[src/rtl/btn_fifo_ctrl.sv]
// btn_fifo_ctrl: front-panel controller turning two raw push-buttons and a
// switch bank into single-cycle FIFO write/read strobes.
//
// Ports:
//   clk, rst_n       - system clock, asynchronous active-low reset
//   btn_wr, btn_rd   - raw buttons (asynchronous to clk)
//   sw[WIDTH]        - raw switch data (asynchronous to clk)
//   full, empty      - FIFO status flags, sampled in the grant cycle
//   wr_en, wr_data   - single-cycle write strobe and its data
//   rd_en            - single-cycle read strobe
//   err_ovf, err_udf - one-cycle pulse when a write/read is dropped
//   db_wr, db_rd     - debounced button levels
//
// Per-button signals are held in 2-entry arrays: index 0 = write, 1 = read.
module btn_fifo_ctrl #(
  parameter int WIDTH      = 8,
  parameter int TICK_W     = 16,
  parameter int STABLE     = 4,
  parameter int HOLD_TICKS = 64,
  parameter int RPT_TICKS  = 16
) (
  input  logic             clk,
  input  logic             rst_n,
  input  logic             btn_wr,
  input  logic             btn_rd,
  input  logic [WIDTH-1:0] sw,
  input  logic             full,
  input  logic             empty,
  output logic             wr_en,
  output logic [WIDTH-1:0] wr_data,
  output logic             rd_en,
  output logic             err_ovf,
  output logic             err_udf,
  output logic             db_wr,
  output logic             db_rd
);

  localparam int CW = $clog2(HOLD_TICKS + RPT_TICKS + 1);
  localparam logic [CW-1:0] HOLD_C = CW'(HOLD_TICKS);
  localparam logic [CW-1:0] WRAP_C = CW'(HOLD_TICKS + RPT_TICKS);

  typedef enum logic {GNT_WR, GNT_RD} gnt_t;

  logic [1:0]        btn_s1, btn_s2;
  logic [WIDTH-1:0]  sw_s1, sw_s2;
  logic [TICK_W-1:0] tick_cnt;
  logic              tick;

  logic [STABLE-1:0] hist   [2];
  logic [STABLE-1:0] hist_n [2];
  logic [CW-1:0]     hcnt   [2];
  logic [CW-1:0]     hcnt_n [2];
  logic [1:0]        db, db_n, rep, req_n, req_q, pend;

  gnt_t              last;
  logic [WIDTH-1:0]  data_q;
  logic              eff_wr, eff_rd, tie, gnt_wr, gnt_rd;

  assign tick  = &tick_cnt;
  assign db_wr = db[0];
  assign db_rd = db[1];

  // Debounce, hold counter and request generation. Edge and repeat requests
  // are both produced on tick edges so repeat spacing is exact in clk cycles.
  // A repeat only fires while the debounced level stays high across the tick.
  always_comb begin
    for (int unsigned i = 0; i < 2; i++) begin
      hist_n[i] = tick ? {hist[i][STABLE-2:0], btn_s2[i]} : hist[i];
      db_n[i]   = db[i];
      if (tick && (&hist_n[i]))
        db_n[i] = 1'b1;
      else if (tick && !(|hist_n[i]))
        db_n[i] = 1'b0;

      hcnt_n[i] = hcnt[i];
      rep[i]    = 1'b0;
      if (!db_n[i]) begin
        hcnt_n[i] = '0;
      end else if (tick && db[i]) begin
        if (hcnt[i] + 1'b1 == WRAP_C) begin
          hcnt_n[i] = HOLD_C;
          rep[i]    = 1'b1;
        end else begin
          hcnt_n[i] = hcnt[i] + 1'b1;
          rep[i]    = (hcnt[i] + 1'b1 == HOLD_C);
        end
      end
      req_n[i] = (db_n[i] & ~db[i]) | rep[i];
    end
  end

  // Arbiter: a fresh request counts as pending in its own cycle so an
  // uncontested strobe follows the request by one cycle. last-grant only
  // moves on a tie.
  always_comb begin
    eff_wr = pend[0] | req_q[0];
    eff_rd = pend[1] | req_q[1];
    tie    = eff_wr & eff_rd;
    gnt_wr = eff_wr & (~eff_rd | (last == GNT_RD));
    gnt_rd = eff_rd & ~gnt_wr;
  end

  always_ff @(posedge clk or negedge rst_n) begin
    if (!rst_n) begin
      btn_s1   <= '0;
      btn_s2   <= '0;
      sw_s1    <= '0;
      sw_s2    <= '0;
      tick_cnt <= '0;
      for (int unsigned i = 0; i < 2; i++) begin
        hist[i] <= '0;
        hcnt[i] <= '0;
      end
      db       <= '0;
      req_q    <= '0;
      pend     <= '0;
      last     <= GNT_RD;
      data_q   <= '0;
      wr_en    <= 1'b0;
      wr_data  <= '0;
      rd_en    <= 1'b0;
      err_ovf  <= 1'b0;
      err_udf  <= 1'b0;
    end else begin
      btn_s1   <= {btn_rd, btn_wr};
      btn_s2   <= btn_s1;
      sw_s1    <= sw;
      sw_s2    <= sw_s1;
      tick_cnt <= tick_cnt + 1'b1;
      for (int unsigned i = 0; i < 2; i++) begin
        hist[i] <= hist_n[i];
        hcnt[i] <= hcnt_n[i];
      end
      db    <= db_n;
      req_q <= req_n;

      // A request arriving while already pending is dropped, data included.
      if (req_q[0] && !pend[0])
        data_q <= sw_s2;

      pend[0] <= eff_wr & ~gnt_wr;
      pend[1] <= eff_rd & ~gnt_rd;

      wr_en   <= gnt_wr & ~full;
      err_ovf <= gnt_wr & full;
      rd_en   <= gnt_rd & ~empty;
      err_udf <= gnt_rd & empty;

      // Same-cycle request and grant bypasses data_q.
      if (gnt_wr && !full)
        wr_data <= (req_q[0] && !pend[0]) ? sw_s2 : data_q;

      if (tie)
        last <= gnt_wr ? GNT_WR : GNT_RD;
    end
  end

endmodule
[config.mk]
export PLATFORM = sky130hd
export DESIGN_NAME = btn_fifo_ctrl
export DESIGN_NICKNAME = d
export VERILOG_FILES = /design/src/rtl/btn_fifo_ctrl.sv
export SDC_FILE = /design/constraint.sdc
export NUM_CORES = 1
export LEC_CHECK = 0
export CAP_MARGIN = 15
export CELL_PAD_IN_SITES_DETAIL_PLACEMENT = 0
export CELL_PAD_IN_SITES_GLOBAL_PLACEMENT = 1
export CORE_ASPECT_RATIO = 2
export CORE_MARGIN = 4
export CORE_UTILIZATION = 46
export DETAILED_ROUTE_END_ITERATION = 10
export PLACE_DENSITY = 0.76
export REMOVE_ABC_BUFFERS = 1
export SYNTH_ARGS = -nofsm -noshare
export SYNTH_HDL_FRONTEND = slang
export SYNTH_SLANG_ARGS = --single-unit
[constraint.sdc]
create_clock -name clk -period 2.7 [get_ports clk]
set_input_delay 0.81 -clock clk [delete_from_list [all_inputs] [get_ports clk]]
set_output_delay 0.81 -clock clk [all_outputs]
set_load 0.05 [all_outputs]
==> results of run 1 <==
cell usage after synthesis (all sizes together) (5+ instances only):
cell / number / area share
o21ai: 5 / 0.0075
nor3: 5 / 0.0075
nand3: 14 / 0.021
xnor2: 12 / 0.032
a21oi: 7 / 0.011
nand2: 12 / 0.014
and3: 6 / 0.011
xor2: 11 / 0.029
inv: 8 / 0.0090
mux2i: 5 / 0.015
dfrtp: 82 / 0.62
mux2: 22 / 0.075
nand4: 9 / 0.021
clkbuf: 8 / 0.0090
nor2: 25 / 0.028
path summary, 6_finish.rpt:
check / endpoint / from / slack, ns
setup / recovery: db_wr / db[0] / 0.14
hold / removal: btn_s2[1] / btn_s1[1] / 0.35
setup reg to reg: hcnt[12] / tick_cnt[0] / 0.46
hold reg to reg: btn_s2[1] / btn_s1[1] / 0.35
max in group asynchronous: last / rst_n / 1.60
min in group asynchronous: sw_s2[0] / rst_n / 0.46
per-stage QoR:
stage	hold slack (ns)	util	cells	instance area, µm²
6_report	0.3472	0.5692	391	3981
4_1_cts	0.3479	0.5692	391	3981
3_3_place_gp	0.3334	0.5283	375	3695
5_1_grt	0.3519	0.5692	391	3981
3_5_place_dp	0.3347	0.5283	375	3695
2_1_floorplan	0.3312	-	253	3264
power by group through the flow:
stage                     registers, W    logic [W]  clock network [W]
final                          0.00126    0.0000452            0.00114
after global routing           0.00126    0.0000528            0.00123
after CTS                      0.00126    0.0000479            0.00118
after detailed placement       0.00129    0.0000479                  0
after global placement         0.00129    0.0000474                  0
after floorplan                0.00128  0.000000507                  0
routing by layer:
| metal | global-route usage | vias up |
|---|---|---|
| li1 | - | 975 |
| met1 | 0.1602 | 989 |
| met2 | 0.2600 | 34 |
| met3 | 0.03158 | 14 |
| met4 | 0.1032 | 0 |
| met5 | 0 | - |
cell families after synthesis:
logic type / share of synthesized area
simple gates: 0.1349
buf+inv: 0.02600
compound gates: 0.05162
xor+xnor: 0.06066
fa+ha+maj: 0.01130
flops: 0.6258
mux: 0.08968
flip-flops by register name (all words and copies together), names as in the netlist, 2 cells and up:
name,flops
tick_cnt,16
hcnt,14
data_q,8
sw_s1,8
sw_s2,8
wr_data,8
hist,6
btn_s1,2
btn_s2,2
db,2
pend,2
req_q,2
cell usage in the layout (no fill, tap or decap), types with 5 or more instances in the layout:
| cell type | synthesis | final |
|---|---|---|
| nand4_1 | 8 | 8 |
| o21ai_0 | 5 | 5 |
| mux2i_1 | 5 | 5 |
| a21oi_1 | 7 | 7 |
| nor3_1 | 5 | 5 |
| clkdlybuf4s50_1 | 0 | 26 |
| nor2_1 | 25 | 25 |
| nand3_1 | 14 | 14 |
| xor2_1 | 11 | 11 |
| nand2_1 | 12 | 12 |
| xnor2_1 | 12 | 12 |
| clkbuf_16 | 0 | 9 |
| mux2_2 | 22 | 22 |
| inv_1 | 8 | 8 |
| dfrtp_1 | 82 | 82 |
| buf_4 | 2 | 5 |
| and3_1 | 6 | 6 |
layout make-up:
| cell class | instances | area [µm²] |
|---|---|---|
| Fill cell | 614 | 3013 |
| Sequential cell | 83 | 2078 |
| Multi-Input combinational cell | 162 | 1156 |
| Timing Repair Buffer | 32 | 317.8 |
| Clock buffer | 10 | 239.0 |
| Tap cell | 90 | 112.6 |
| Clock inverter | 6 | 47.55 |
| Inverter | 8 | 30.03 |
==> out/results.ini, run 1 <==
[floorplanning]
pin_count = 28
die_w_um = 68.08
die_height_um = 128.2
core_area_mm2 = 0.006994
initial_core_util = 0.4748
die-area_mm2 = 0.008725
rows = 43

[place]
io_buffers = 27
hpwlAfterDp_um = 4075
pre_cts_slack_ns = 0.4289
gp_congestion = 0.8110

[drt]
wl_met3_um = 165
num_vias = 2012
routed_wl_um = 5783
antenna_left = 0
first_pass_iters = 4
met1Wirelength_um = 2146
highest_layer = met4
wl_per_cell_um = 14.79
drc = 0
met2_length_um = 3263
drt-vias-per-instance = 5.146
drt_iter0_drc = 65

[pwr]
switching_power_w = 0.0005185
internal_power_w = 0.001933
power_leakage_nw = 1.831
clockPowerShare = 0.466
p_comb_frac = 0.018
p_per_area_mw_per_mm2 = 615.8
total_power_w = 0.002452
vdd_drop_max_v = 0.0003861
swShare = 0.2115
p_seq_frac = 0.515

[timing]
setup_ws_ns = 0.1441
tns_ns = 0
finalCritPeriodShare = 0.9466
hold_viol_final = 0
post-route-min-period_ns = 2.556
rsz0062_at_grt = false
finalClockSkew_ns = 0.01053
max_slew_margin = 0.6345
max_freq_ghz = 0.3913
finalSetupViolCount = 0
slew_viol_final = 0
worst_slew_pin_slew_ns = 0.5483

[worst_setup_path]
critical_path.cell_chain = clkdlybuf4s50_1
cp_slowest_cell = clkdlybuf4s50_1
startpoint_type = flop
endpoint_kind = output port
cp_top_family = buffers and inverters
cp_slowest_stage_delay_ns = 0.87
critical_path_class = reg -> out
crit_fanout = 10
critPathArrivalTime_ns = 1.75
crit_required_ns = 1.89
crit_buf_inv = 1
r2r_cells = 6
crit_cells = 1

[cts]
cts_hold_buf = 0
cts_resized = 0
cts_tree = yes
cts_setup_buffers = 0
clockBufferDepth = 2
cts_made_buffers = 9
clkSinkCount = 83
clk_pin_slew_worst_paths_ns = 0.06
root_buffer = clkbuf_16
clk_latency_ns = 0.34
cts_htree_levels = 3

[synth]
synth_cell_type_count = 38
synth.yosys.warnings = 0
syn_area_per_cell_um2 = 12.58
netlist_area_mm2 = 0.003321
synth-edff-count = 0
syn_inst = 264
ys_ff_latch = 83
synth-main-ff-cell = dfrtp_1
ys_async_sr_fraction = 1.000
synth-seq-area-share = 0.6258

[final_layout]
drive_above_1_share = 0.1661
diodes = 0
nets = 313
areaGrowthSynthToFinish_pct = 19.89

[status]
status = completed

[hold_path]
hold_class = reg -> reg
holdPathStages = 0

[global_routing]
grt_antenna_before_repair = 0
grt_use_total = 0.1523
grt_pass1_vias = 2162
grt_start_max_net_pins = 45
grt_pass1_wl_um = 9701
gr-total-overflow = 0

[flow_run]
cap_violations = 0

No activity file was read; power rests on OpenSTA's default activity.
==> inputs of run 2 (changes only) <==
--- a/config.mk
+++ b/config.mk
@@ -10,9 +10,9 @@
 export CELL_PAD_IN_SITES_GLOBAL_PLACEMENT = 1
 export CORE_ASPECT_RATIO = 2
 export CORE_MARGIN = 4
-export CORE_UTILIZATION = 46
+export CORE_UTILIZATION = 50
 export DETAILED_ROUTE_END_ITERATION = 10
-export PLACE_DENSITY = 0.76
+export PLACE_DENSITY = 0.81
 export REMOVE_ABC_BUFFERS = 1
 export SYNTH_ARGS = -nofsm -noshare
 export SYNTH_HDL_FRONTEND = slang
==> constraint.sdc (replaced) <==
create_clock -name clk -period 3 [get_ports clk]
set_input_delay 0.9 -clock clk [delete_from_list [all_inputs] [get_ports clk]]
set_output_delay 0.9 -clock clk [all_outputs]
set_load 0.05 [all_outputs]
==> run 2 against run 1 <==
Via count increased by 1.4%. Sequential cell count did not move. Critical path type unchanged. Combinational power is 8.8% lower. First-iteration DRC count rose by 140%. Clock-buffer cell count up 2. Critical endpoint unchanged. Sequential power fell by 9.5%. Non-clock buffer count unchanged. Hold slack is essentially flat. Global-route usage up 1.1 points. Setup slack improved by 0.23 ns. Cell count is 1.0% lower.
==> out/results.ini, run 2 (same netlist as run 1, synthesis figures left out) <==
[timing]
max_freq_ghz = 0.3813
rsz0062_at_grt = false  ; unchanged
hold_viol_final = 0  ; unchanged
setup_ws_ns = 0.3775  ; was 0.1441 ns
slew_viol_final = 0  ; unchanged
finalSetupViolCount = 0  ; unchanged
max_slew_margin = 0.6200  ; was 0.6345
finalCritPeriodShare = 0.8742
worst_slew_pin_slew_ns = 0.5700  ; was 0.5483 ns
tns_ns = 0  ; unchanged
finalClockSkew_ns = 0.005687  ; was 0.01053 ns
post-route-min-period_ns = 2.622

[global_routing]
grt_antenna_before_repair = 0  ; unchanged
grt_use_total = 0.1632  ; was 0.1523
grt_pass1_vias = 2084  ; was 2162
grt_pass1_wl_um = 9770  ; was 9701 µm
grt_start_max_net_pins = 46  ; was 45
gr-total-overflow = 0  ; unchanged

[place]
hpwlAfterDp_um = 3928  ; was 4075 µm
gp_congestion = 0.7708  ; was 0.8110
io_buffers = 27  ; unchanged
pre_cts_slack_ns = 0.7030  ; was 0.4289 ns

[final_layout]
top_regs = tick_cnt (16), hcnt (14)  ; unchanged
diodes = 0  ; unchanged
drive_above_1_share = 0.1595  ; was 0.1661
multi_input_area_mm2 = 0.001156  ; unchanged
num-fill-cells = 527  ; was 614
nets = 313  ; unchanged
largest_register_ff_count = 16  ; unchanged
layout_commonest_cell = dfrtp_1  ; unchanged
layout_common_cells = dfrtp_1 (82), clkdlybuf4s50_1 (26), nor2_1 (25)  ; unchanged
largest_register = tick_cnt  ; unchanged
areaGrowthSynthToFinish_pct = 20.08  ; was 19.89%
seq_area_mm2 = 0.002078  ; unchanged

[cts]
cts_hold_buf = 0  ; unchanged
cts_htree_levels = 3  ; unchanged
clk_latency_ns = 0.33  ; was 0.34 ns
cts_made_buffers = 9  ; unchanged
clockBufferDepth = 2  ; unchanged
cts_resized = 0  ; unchanged
clk_pin_slew_worst_paths_ns = 0.06  ; about the same
clkSinkCount = 83  ; unchanged
root_buffer = clkbuf_16  ; unchanged
cts_setup_buffers = 0  ; unchanged
cts_tree = yes  ; unchanged

[drt]
routed_wl_um = 5668  ; was 5783 µm
drt_iter0_drc = 153  ; was 65
drc = 0  ; unchanged
num_vias = 2041  ; was 2012
antenna_left = 0  ; unchanged
met1Wirelength_um = 2185  ; was 2146 µm
wl_per_cell_um = 14.65  ; was 14.79 µm
highest_layer = met4  ; unchanged
wl_met3_um = 163  ; was 165 µm
drt-vias-per-instance = 5.274  ; was 5.146
first_pass_iters = 4  ; unchanged
met2_length_um = 3184  ; was 3263 µm

[worst_setup_path]
reg2reg_from = tick_cnt[10]  ; was tick_cnt[0]
crit_buf_inv = 1  ; unchanged
cp_slowest_cell = clkdlybuf4s50_1  ; unchanged
r2r-end = hcnt[1]  ; was hcnt[12]
critical_path.cell_chain = clkdlybuf4s50_1  ; unchanged
startpoint_type = flop  ; unchanged
endpoint_kind = output port  ; unchanged
critical_path_class = reg -> out  ; unchanged
cp_slowest_stage_delay_ns = 0.87  ; about the same
crit_required_ns = 2.10  ; was 1.89 ns
r2r_cells = 5  ; was 6
critPathArrivalTime_ns = 1.72  ; was 1.75 ns
cp_top_family = buffers and inverters  ; unchanged
reg2reg_slack_ns = 0.73  ; was 0.46 ns
crit_fanout = 10  ; unchanged

[floorplanning]
initial_core_util = 0.5220  ; was 0.4748
die-area_mm2 = 0.008088  ; was 0.008725 mm²
die_height_um = 123.3  ; was 128.2 µm
die_w_um = 65.63  ; was 68.08 µm
pin_count = 28  ; unchanged
rows = 41  ; was 43
core_area_mm2 = 0.006361  ; was 0.006994 mm²

[hold_path]
hold_path_end = btn_s2[0]  ; was btn_s2[1]
min-delay-start = btn_s1[0]  ; was btn_s1[1]
holdPathStages = 0  ; unchanged
hold_class = reg -> reg  ; unchanged

[pwr]
vdd_drop_max_v = 0.0003001  ; was 0.0003861 V
power_leakage_nw = 1.835  ; was 1.831 nW
p_per_area_mw_per_mm2 = 568.1  ; was 615.8 mW/mm²

[flow_run]
cap_violations = 0  ; unchanged

[status]
status = completed  ; unchanged

run 2: report_power, final:
part           internal, W  switching, W
combinational    0.0000173     0.0000239
sequential         0.00113    0.00000403
clock             0.000667      0.000419
run 2: per-stage QoR:
step             util  hold WS (ns)  cells  instance area [µm²]  power (W)
2_1_floorplan       -        0.3312    253                 3264   0.001157
3_3_place_gp   0.5801        0.3321    371                 3690   0.001200
3_5_place_dp   0.5801        0.3347    371                 3690   0.001201
4_1_cts        0.6269        0.3478    387                 3988   0.002292
5_1_grt        0.6269        0.3494    387                 3988   0.002348
6_report       0.6269        0.3475    387                 3988   0.002265
run 2: worst max-delay path by stage:
stage                      startpoint  endpoint  depth (start not counted)
after floorplan           tick_cnt[0]  req_q[0]                          6
final                           db[0]     db_wr                          1
after CTS                       db[0]     db_wr                          1
after detailed placement  tick_cnt[0]   hcnt[4]                          6
after global placement          db[0]     db_wr                          1
after global routing            db[0]     db_wr                          1
run 2: per-layer routing:
layer / vias up / global-route usage
li1: 976 / -
met1: 1025 / 0.1751
met2: 29 / 0.2860
met3: 11 / 0.04636
met4: 0 / 0.08182
met5: - / 0
run 2: cell type report:
cell class / count / share of cell area
inverter: 8 / 0.007531
multi-input combinational: 162 / 0.2899
sequential: 83 / 0.5212
clock buffer: 12 / 0.06181
clock inverter: 4 / 0.01286
tap: 86 / 0.02698
timing repair buffer: 32 / 0.07970
==> inputs of run 3 (changes only) <==
--- a/config.mk
+++ b/config.mk
@@ -9,11 +9,10 @@
 export CELL_PAD_IN_SITES_DETAIL_PLACEMENT = 0
 export CELL_PAD_IN_SITES_GLOBAL_PLACEMENT = 1
 export CORE_ASPECT_RATIO = 2
-export CORE_MARGIN = 4
+export CORE_MARGIN = 2
 export CORE_UTILIZATION = 50
 export DETAILED_ROUTE_END_ITERATION = 10
 export PLACE_DENSITY = 0.81
-export REMOVE_ABC_BUFFERS = 1
 export SYNTH_ARGS = -nofsm -noshare
 export SYNTH_HDL_FRONTEND = slang
 export SYNTH_SLANG_ARGS = --single-unit
==> run 3 against run 2 <==
Non-clock buffer count decreased by 2. Cell area grew 0.41%. First-iteration DRC count grew 15%. Cell count is the same. Global-route usage grew 1.0 points. Routed wire length is 2.9% lower. Fmax is essentially flat. Clock power up 7%. Clock-buffer cell count shrank 3. Critical path depth stayed put. Register-to-register slack worse by 0.14 ns. Critical endpoint is now db_rd. Largest cell class unchanged.
==> out/results.ini, run 3 (same netlist as run 1, synthesis figures left out) <==
[status]
status = completed  ; unchanged

[pwr]
vdd_drop_max_v = 0.0004009  ; was 0.0003001 V
power_leakage_nw = 1.840  ; was 1.835 nW
p_per_area_mw_per_mm2 = 586.0  ; was 568.1 mW/mm²

[cts]
cts_resized = 0  ; unchanged
cts_made_buffers = 9  ; unchanged
cts_setup_buffers = 0  ; unchanged
cts_tree = yes  ; unchanged
clockBufferDepth = 2  ; unchanged
cts_htree_levels = 3  ; unchanged
root_buffer = clkbuf_16  ; unchanged
clk_pin_slew_worst_paths_ns = 0.06  ; about the same
clkSinkCount = 83  ; unchanged
cts_hold_buf = 0  ; unchanged
clk_latency_ns = 0.33  ; about the same

[drt]
met2_length_um = 2911  ; was 3184 µm
num_vias = 2032  ; was 2041
met1Wirelength_um = 2344  ; was 2185 µm
routed_wl_um = 5505  ; was 5668 µm
drt_iter0_drc = 176  ; was 153
wl_met3_um = 192  ; was 163 µm
wl_per_cell_um = 14.22  ; was 14.65 µm
drt-vias-per-instance = 5.251  ; was 5.274
highest_layer = met4  ; unchanged
drc = 0  ; unchanged
first_pass_iters = 4  ; unchanged
antenna_left = 0  ; unchanged

[synth]
syn_nets = 281

[worst_setup_path]
critPathArrivalTime_ns = 1.72  ; about the same
critical_path.cell_chain = clkdlybuf4s50_1  ; unchanged
cp_top_family = buffers and inverters  ; unchanged
endpoint_kind = output port  ; unchanged
crit_fanout = 9  ; was 10
critical_path_class = reg -> out  ; unchanged
crit_required_ns = 2.10  ; about the same
crit_buf_inv = 1  ; unchanged
cp_slowest_stage_delay_ns = 0.88  ; was 0.87 ns
startpoint_type = flop  ; unchanged
cp_slowest_cell = clkdlybuf4s50_1  ; unchanged

[final_layout]
layout_common_cells = dfrtp_1 (82), clkdlybuf4s50_1 (26), nor2_1 (25)  ; unchanged
multi_input_area_mm2 = 0.001156  ; unchanged
seq_area_mm2 = 0.002078  ; unchanged
largest_register_ff_count = 16  ; unchanged
drive_above_1_share = 0.1605  ; was 0.1595
nets = 311  ; was 313
final_area_mm2 = 0.004004  ; was 0.003988 mm²
top_regs = tick_cnt (16), hcnt (14)  ; unchanged
diodes = 0  ; unchanged
areaGrowthSynthToFinish_pct = 20.57  ; was 20.08%
largest_register = tick_cnt  ; unchanged
layout_commonest_cell = dfrtp_1  ; unchanged
num-fill-cells = 546  ; was 527
final_util = 0.6144  ; was 0.6269

[global_routing]
grt_pass1_vias = 2097  ; was 2084
grt_pass1_wl_um = 9508  ; was 9770 µm
grt_start_max_net_pins = 43  ; was 46
gr-total-overflow = 0  ; unchanged
grt_antenna_before_repair = 0  ; unchanged
grt_use_total = 0.1735  ; was 0.1632

[place]
placed_cell_area_mm2 = 0.003677  ; was 0.003690 mm²
gp_congestion = 0.8081  ; was 0.7708
io_buffers = 27  ; unchanged
hpwlAfterDp_um = 3821  ; was 3928 µm
pre_cts_slack_ns = 0.5908  ; was 0.7030 ns

[timing]
finalClockSkew_ns = 0.004203  ; was 0.005687 ns
setup_ws_ns = 0.3751  ; was 0.3775 ns
rsz0062_at_grt = false  ; unchanged
max_freq_ghz = 0.3810  ; was 0.3813 GHz
worst_slew_pin_slew_ns = 0.5136  ; was 0.5700 ns
slew_viol_final = 0  ; unchanged
hold_viol_final = 0  ; unchanged
finalCritPeriodShare = 0.8750  ; was 0.8742
post-route-min-period_ns = 2.625  ; was 2.622 ns
finalSetupViolCount = 0  ; unchanged
tns_ns = 0  ; unchanged
max_slew_margin = 0.6576  ; was 0.6200

[hold_path]
hold_class = reg -> reg  ; unchanged

[floorplanning]
die-area_mm2 = 0.007349  ; was 0.008088 mm²
rows = 42  ; was 41
die_w_um = 61.63  ; was 65.63 µm
die_height_um = 119.3  ; was 123.3 µm
initial_core_util = 0.5096  ; was 0.5220
core_area_mm2 = 0.006516  ; was 0.006361 mm²
pin_count = 28  ; unchanged

[flow_run]
cap_violations = 0  ; unchanged

## run 3: routing by layer
metal | global-route usage | vias up
li1 | - | 966
met1 | 0.2257 | 1024
met2 | 0.2684 | 37
met3 | 0.04886 | 5
met4 | 0.06782 | 0
met5 | 0 | -
## run 3: worst paths after layout
kind                              from        to  slack (ns)  depth (start not counted)
hold reg to reg               sw_s1[3]  sw_s2[3]        0.34                          0
max in group asynchronous        rst_n  sw_s1[3]        1.87                          2
setup / recovery                 db[1]     db_rd        0.38                          1
hold / removal                sw_s1[3]  sw_s2[3]        0.34                          0
min in group asynchronous        rst_n   hcnt[9]        0.54                          1
setup reg to reg           tick_cnt[0]   hcnt[4]        0.59                          6
## run 3: power by group
group | total [W] | internal (W) | switching, W
Clock | 0.00117 | 0.000735 | 0.000434
Combinational | 0.0000402 | 0.0000173 | 0.0000230
Sequential | 0.00114 | 0.00113 | 0.00000422
Total | 0.00235 | 0.00189 | 0.000461
## run 3: layout make-up
class                           instances  area share
Multi-Input combinational cell        162      0.2888
Clock buffer                            9     0.05625
Tap cell                               88     0.02750
Inverter                                8    0.007500
Sequential cell                        83      0.5191
Timing Repair Buffer                   30     0.07562
Clock inverter                          7     0.02531
## run 3: stage by stage
step | power [W] | hold slack (ns) | instances
4_1_cts | 0.002380 | 0.3443 | 387
5_1_grt | 0.002439 | 0.3520 | 387
3_5_place_dp | 0.001201 | 0.3347 | 371
6_report | 0.002346 | 0.3442 | 387
3_3_place_gp | 0.001199 | 0.3326 | 371
2_1_floorplan | 0.001157 | 0.3312 | 264
==> edit 1: new RTL, settings of run 3 <==
Put one more register stage on the output `err_ovf`, with the module's reset. The value now appears one clock later. The other outputs are not delayed to match. Comments in the files are not updated.
--- a/src/rtl/btn_fifo_ctrl.sv
+++ b/src/rtl/btn_fifo_ctrl.sv
@@ -40,6 +40,8 @@
   localparam logic [CW-1:0] WRAP_C = CW'(HOLD_TICKS + RPT_TICKS);
 
   typedef enum logic {GNT_WR, GNT_RD} gnt_t;
+
+  logic err_ovf_s0;
 
   logic [1:0]        btn_s1, btn_s2;
   logic [WIDTH-1:0]  sw_s1, sw_s2;
@@ -119,7 +121,7 @@
       wr_en    <= 1'b0;
       wr_data  <= '0;
       rd_en    <= 1'b0;
-      err_ovf  <= 1'b0;
+      err_ovf_s0 <= 1'b0;
       err_udf  <= 1'b0;
     end else begin
       btn_s1   <= {btn_rd, btn_wr};
@@ -142,7 +144,7 @@
       pend[1] <= eff_rd & ~gnt_rd;
 
       wr_en   <= gnt_wr & ~full;
-      err_ovf <= gnt_wr & full;
+      err_ovf_s0 <= gnt_wr & full;
       rd_en   <= gnt_rd & ~empty;
       err_udf <= gnt_rd & empty;
 
@@ -155,4 +157,12 @@
     end
   end
 
+  always_ff @(posedge clk or negedge rst_n) begin
+    if (!rst_n) begin
+      err_ovf <= '0;
+    end else begin
+      err_ovf <= err_ovf_s0;
+    end
+  end
+
 endmodule
Behaviour: same outputs for any inputs over 10 cycles, from zero or initial values and one cycle with rst_n low; that may be too few to reach the edited logic, so the function may still have changed.
==> edit 1 against run 3 <==
  * Global-route usage about the same
  * Critical path depth unchanged
  * Area after synthesis increased by 0.75%
  * Power decreased by 2.9%
  * Sequential cell count increased by 1
  * Setup slack got worse by 0.0079 ns
  * Routed wire length increased by 1.1%
  * Design area about the same
  * Worst hold slack improved by 0.0013 ns
  * Highest routed layer unchanged
  * Largest cell class unchanged
  * First-iteration DRC count decreased by 49%
==> edit 1: results <==
[logic_synthesis]
synth_mux_area_share_pct = 8.90
ys_seq_area_share_pct = 62.9
synth_nets = 282
synth_common_cells = "dfrtp_1 (83), nor2_1 (25), mux2_2 (22), nand3_1 (14)"
yosys.area_share.xor_xnor_pct = 6.02
synth-compound-area-share_pct = 5.12

[final_layout]
fin_nets = 312
register_area_mm2 = 0.00210
clkCellAreaFrac_pct = 7.59
n_sequential_cell = 84
num-fill-cells = 548
multi_input_area_share_pct = 28.9
nonClkBufAreaFrac_pct = 7.56
drive_above_1_share_pct = 15.7

[global_route]
grt_pass1_vias = 2074
met2_usage_pct = 29.7
grt_first_pass_wirelength_um = 9360
grt_max_degree = 85
met3_usage_pct = 6.03
track_usage_pct = 17.4
grt_util_met1_pct = 18.0

[timing]
skew_ns = 0.00831
worstMarginPinSlew_ns = 0.505
whs_ns = 0.346

[pwr]
p_switching_uw = 446
top_power_group = "sequential cells"
vdd_drop_max_mv = 0.283

[worst_hold_path]
min_from = "sw_s1[7]"
worst_hold_path.endpoint = "sw_s2[7]"

[worst_setup_path]
reg2reg_to = "hcnt[6]"
worstSetupStartpoint = "db[0]"
crit_fanout = 10

[placement]
port_buffers = 27
dp_hpwl_um = 3810
place.gp.congestion = 0.830
place_ws_ns = 0.573

[detailed_routing]
wl_per_cell_um = 14.3
drtIter0Drc = 90
routed-wl-met3_um = 185
m1WireLength_um = 2100
route.met2.wl_um = 3140

[outcome]
status = "finished clean"
==> edit 1: changes by cell type in the layout (fill, tap and decap cells not counted), sizes merged <==
cell,delta
bufinv,-1
clkinv,-2
inv,-1
clkbuf,+2
dfrtp,+1
clkinvlp,+2
==> edit 1: per-stage QoR <==
step | std cells | instance area, um2 | power (mW)
CTS | 388 | 4010 | 2.31
detailed placement | 372 | 3700 | 1.21
floorplan | 265 | 3350 | 1.17
finish | 388 | 4010 | 2.28
global placement | 372 | 3700 | 1.21
global route | 388 | 4010 | 2.37
==> edit 1: how the worst max path moves through the flow <==
stage / end / slack (ns)
after floorplan: hcnt[4] / 0.96
after global placement: hcnt[12] / 0.67
after detailed placement: hcnt[12] / 0.57
after CTS: db_wr / 0.36
after global routing: db_rd / 0.30
final: db_wr / 0.37
==> edit 1: cells by family after synthesis <==
kind of cell,Yosys count
and+or+nand+nor,85
DFF,84
adders and majority gates,3
AOI/OAI and AO/OA,24
xor gates and xnor gates,23
buffers and inverters,19
muxes,27
==> edit 2: new RTL, settings of run 3 <==
Made on the original files. The parameter `HOLD_TICKS` goes from 64 to 32.
--- a/src/rtl/btn_fifo_ctrl.sv
+++ b/src/rtl/btn_fifo_ctrl.sv
@@ -16,7 +16,7 @@
   parameter int WIDTH      = 8,
   parameter int TICK_W     = 16,
   parameter int STABLE     = 4,
-  parameter int HOLD_TICKS = 64,
+  parameter int HOLD_TICKS = 32,
   parameter int RPT_TICKS  = 16
 ) (
   input  logic             clk,
Behaviour: no difference found for any inputs over 10 cycles, from zero or initial values and one cycle with rst_n low; that may be too few to reach the edited logic, so the function may still have changed.
==> edit 2 against run 3 <==
  * Power is 7.7% lower
  * Sequential cell count down 2
  * Design area down 3.2%
  * Critical path depth is the same
  * Area after synthesis shrank 2.3%
  * Setup slack better by 0.093 ns
  * Cell count decreased by 1.3%
  * Via count rose by 3.3%
  * Die area is 2.1% lower
  * Routed wire length grew 4.8%
  * Critical endpoint is now db_wr
==> edit 2: results <==
[outcome]
status = "finished clean"

[global_route]
grt_pass1_vias = 2072
track_usage_pct = 18.4
met3_usage_pct = 4.73
grt_util_met1_pct = 23.4
grt_first_pass_wirelength_um = 9900
met2_usage_pct = 27.8
grt_max_degree = 48

[detailed_routing]
route.met2.wl_um = 2940
drt-total-wl_um = 5770
drtIter0Drc = 130
m1WireLength_um = 2460
highest_layer = "met4"
routed-wl-met3_um = 200
routed-via-count = 2100
first_pass_iters = 7

[logic_synthesis]
ys_seq_area_share_pct = 62.5
synth.area.top_cells = "dfrtp_1 (62%), mux2_2 (5.6%), xnor2_1 (3.8%)"
ys_warn_count = 0
synth_cell_type_count = 39
synth_nets = 278
synth_common_cells = "dfrtp_1 (80), nand2_1 (31), mux2_2 (16), xnor2_1 (14), a22oi_1 (12)"
syn_area_per_cell_um2 = 12.4

[final_layout]
final_cells = 382
num-fill-cells = 530
fin_nets = 309
largest_registers = "tick_cnt (16), hcnt (12)"
drive_above_1_share_pct = 13.2
area_growth_syn_to_layout_pct = 19.4

[placement]
place_ws_ns = 0.714
dp_hpwl_um = 3900
placed_area_mm2 = 0.00359
dpl.cell_count = 367
place.gp.congestion = 0.798

[clock_tree]
clock-sinks = 81
cts_made_buffers = 9

[worst_setup_path]
cp_slowest_stage_delay_ns = 0.84
crit_fanout = 8
arrival_ns = 1.63
cp_top_family = "buffers and inverters"

[pwr]
power_leakage_nw = 1.75
vdd_drop_max_mv = 0.274
switching_share_pct = 19.4

[timing]
skew_ns = 0.00339
worstMarginPinSlew_ns = 0.600

[worst_hold_path]
hp-class = "register to register"
edit 2: cell types whose count changed in the layout (fill, tap and decap cells not counted), sizes merged, moves of 7 or more:
cell,before,now
nand2,12,32
and4,0,7
or4,1,8
a22oi,0,12
xor2,11,3
nor2,25,7
edit 2: area by class of cell:
| class | count | share of cell area (%) |
|---|---|---|
| Inverter | 6 | 0.581 |
| Clock inverter | 2 | 0.323 |
| Timing Repair Buffer | 29 | 7.62 |
| Multi-Input combinational cell | 165 | 29.4 |
| Sequential cell | 81 | 52.3 |
| Tap cell | 86 | 2.78 |
| Clock buffer | 13 | 6.97 |
edit 2: power by group through the flow:
stage	clock, mW	sequential [mW]	combinational, mW
after floorplan	0	1.13	0.00169
after global placement	0	1.13	0.0429
after detailed placement	0	1.13	0.0431
after CTS	1.04	1.11	0.0433
after global routing	1.09	1.11	0.0472
final	1.01	1.11	0.0410
edit 2: worst paths after layout:
check                      cells past startpoint        start  slack, ns       end
min reg2reg                                    0     sw_s1[6]       0.35  sw_s2[6]
max reg2reg                                    5  tick_cnt[0]       0.71   hcnt[1]
max                                            1        db[0]       0.47     db_wr
min                                            0     sw_s1[6]       0.35  sw_s2[6]
max in group asynchronous                      2        rst_n       1.84  sw_s2[6]
min in group asynchronous                      1        rst_n       0.57   pend[1]
edit 2: cell families after synthesis:
logic type / count (synthesis) / share of synthesized area (%)
flip-flops: 81 / 62.5
XOR/XNOR: 17 / 4.59
AO/OA/AOI/OAI: 38 / 8.13
adder cells (fa/ha/maj): 3 / 1.16
AND/OR/NAND/NOR: 91 / 15.7
multiplexers: 16 / 5.55
buffers and inverters: 15 / 2.39
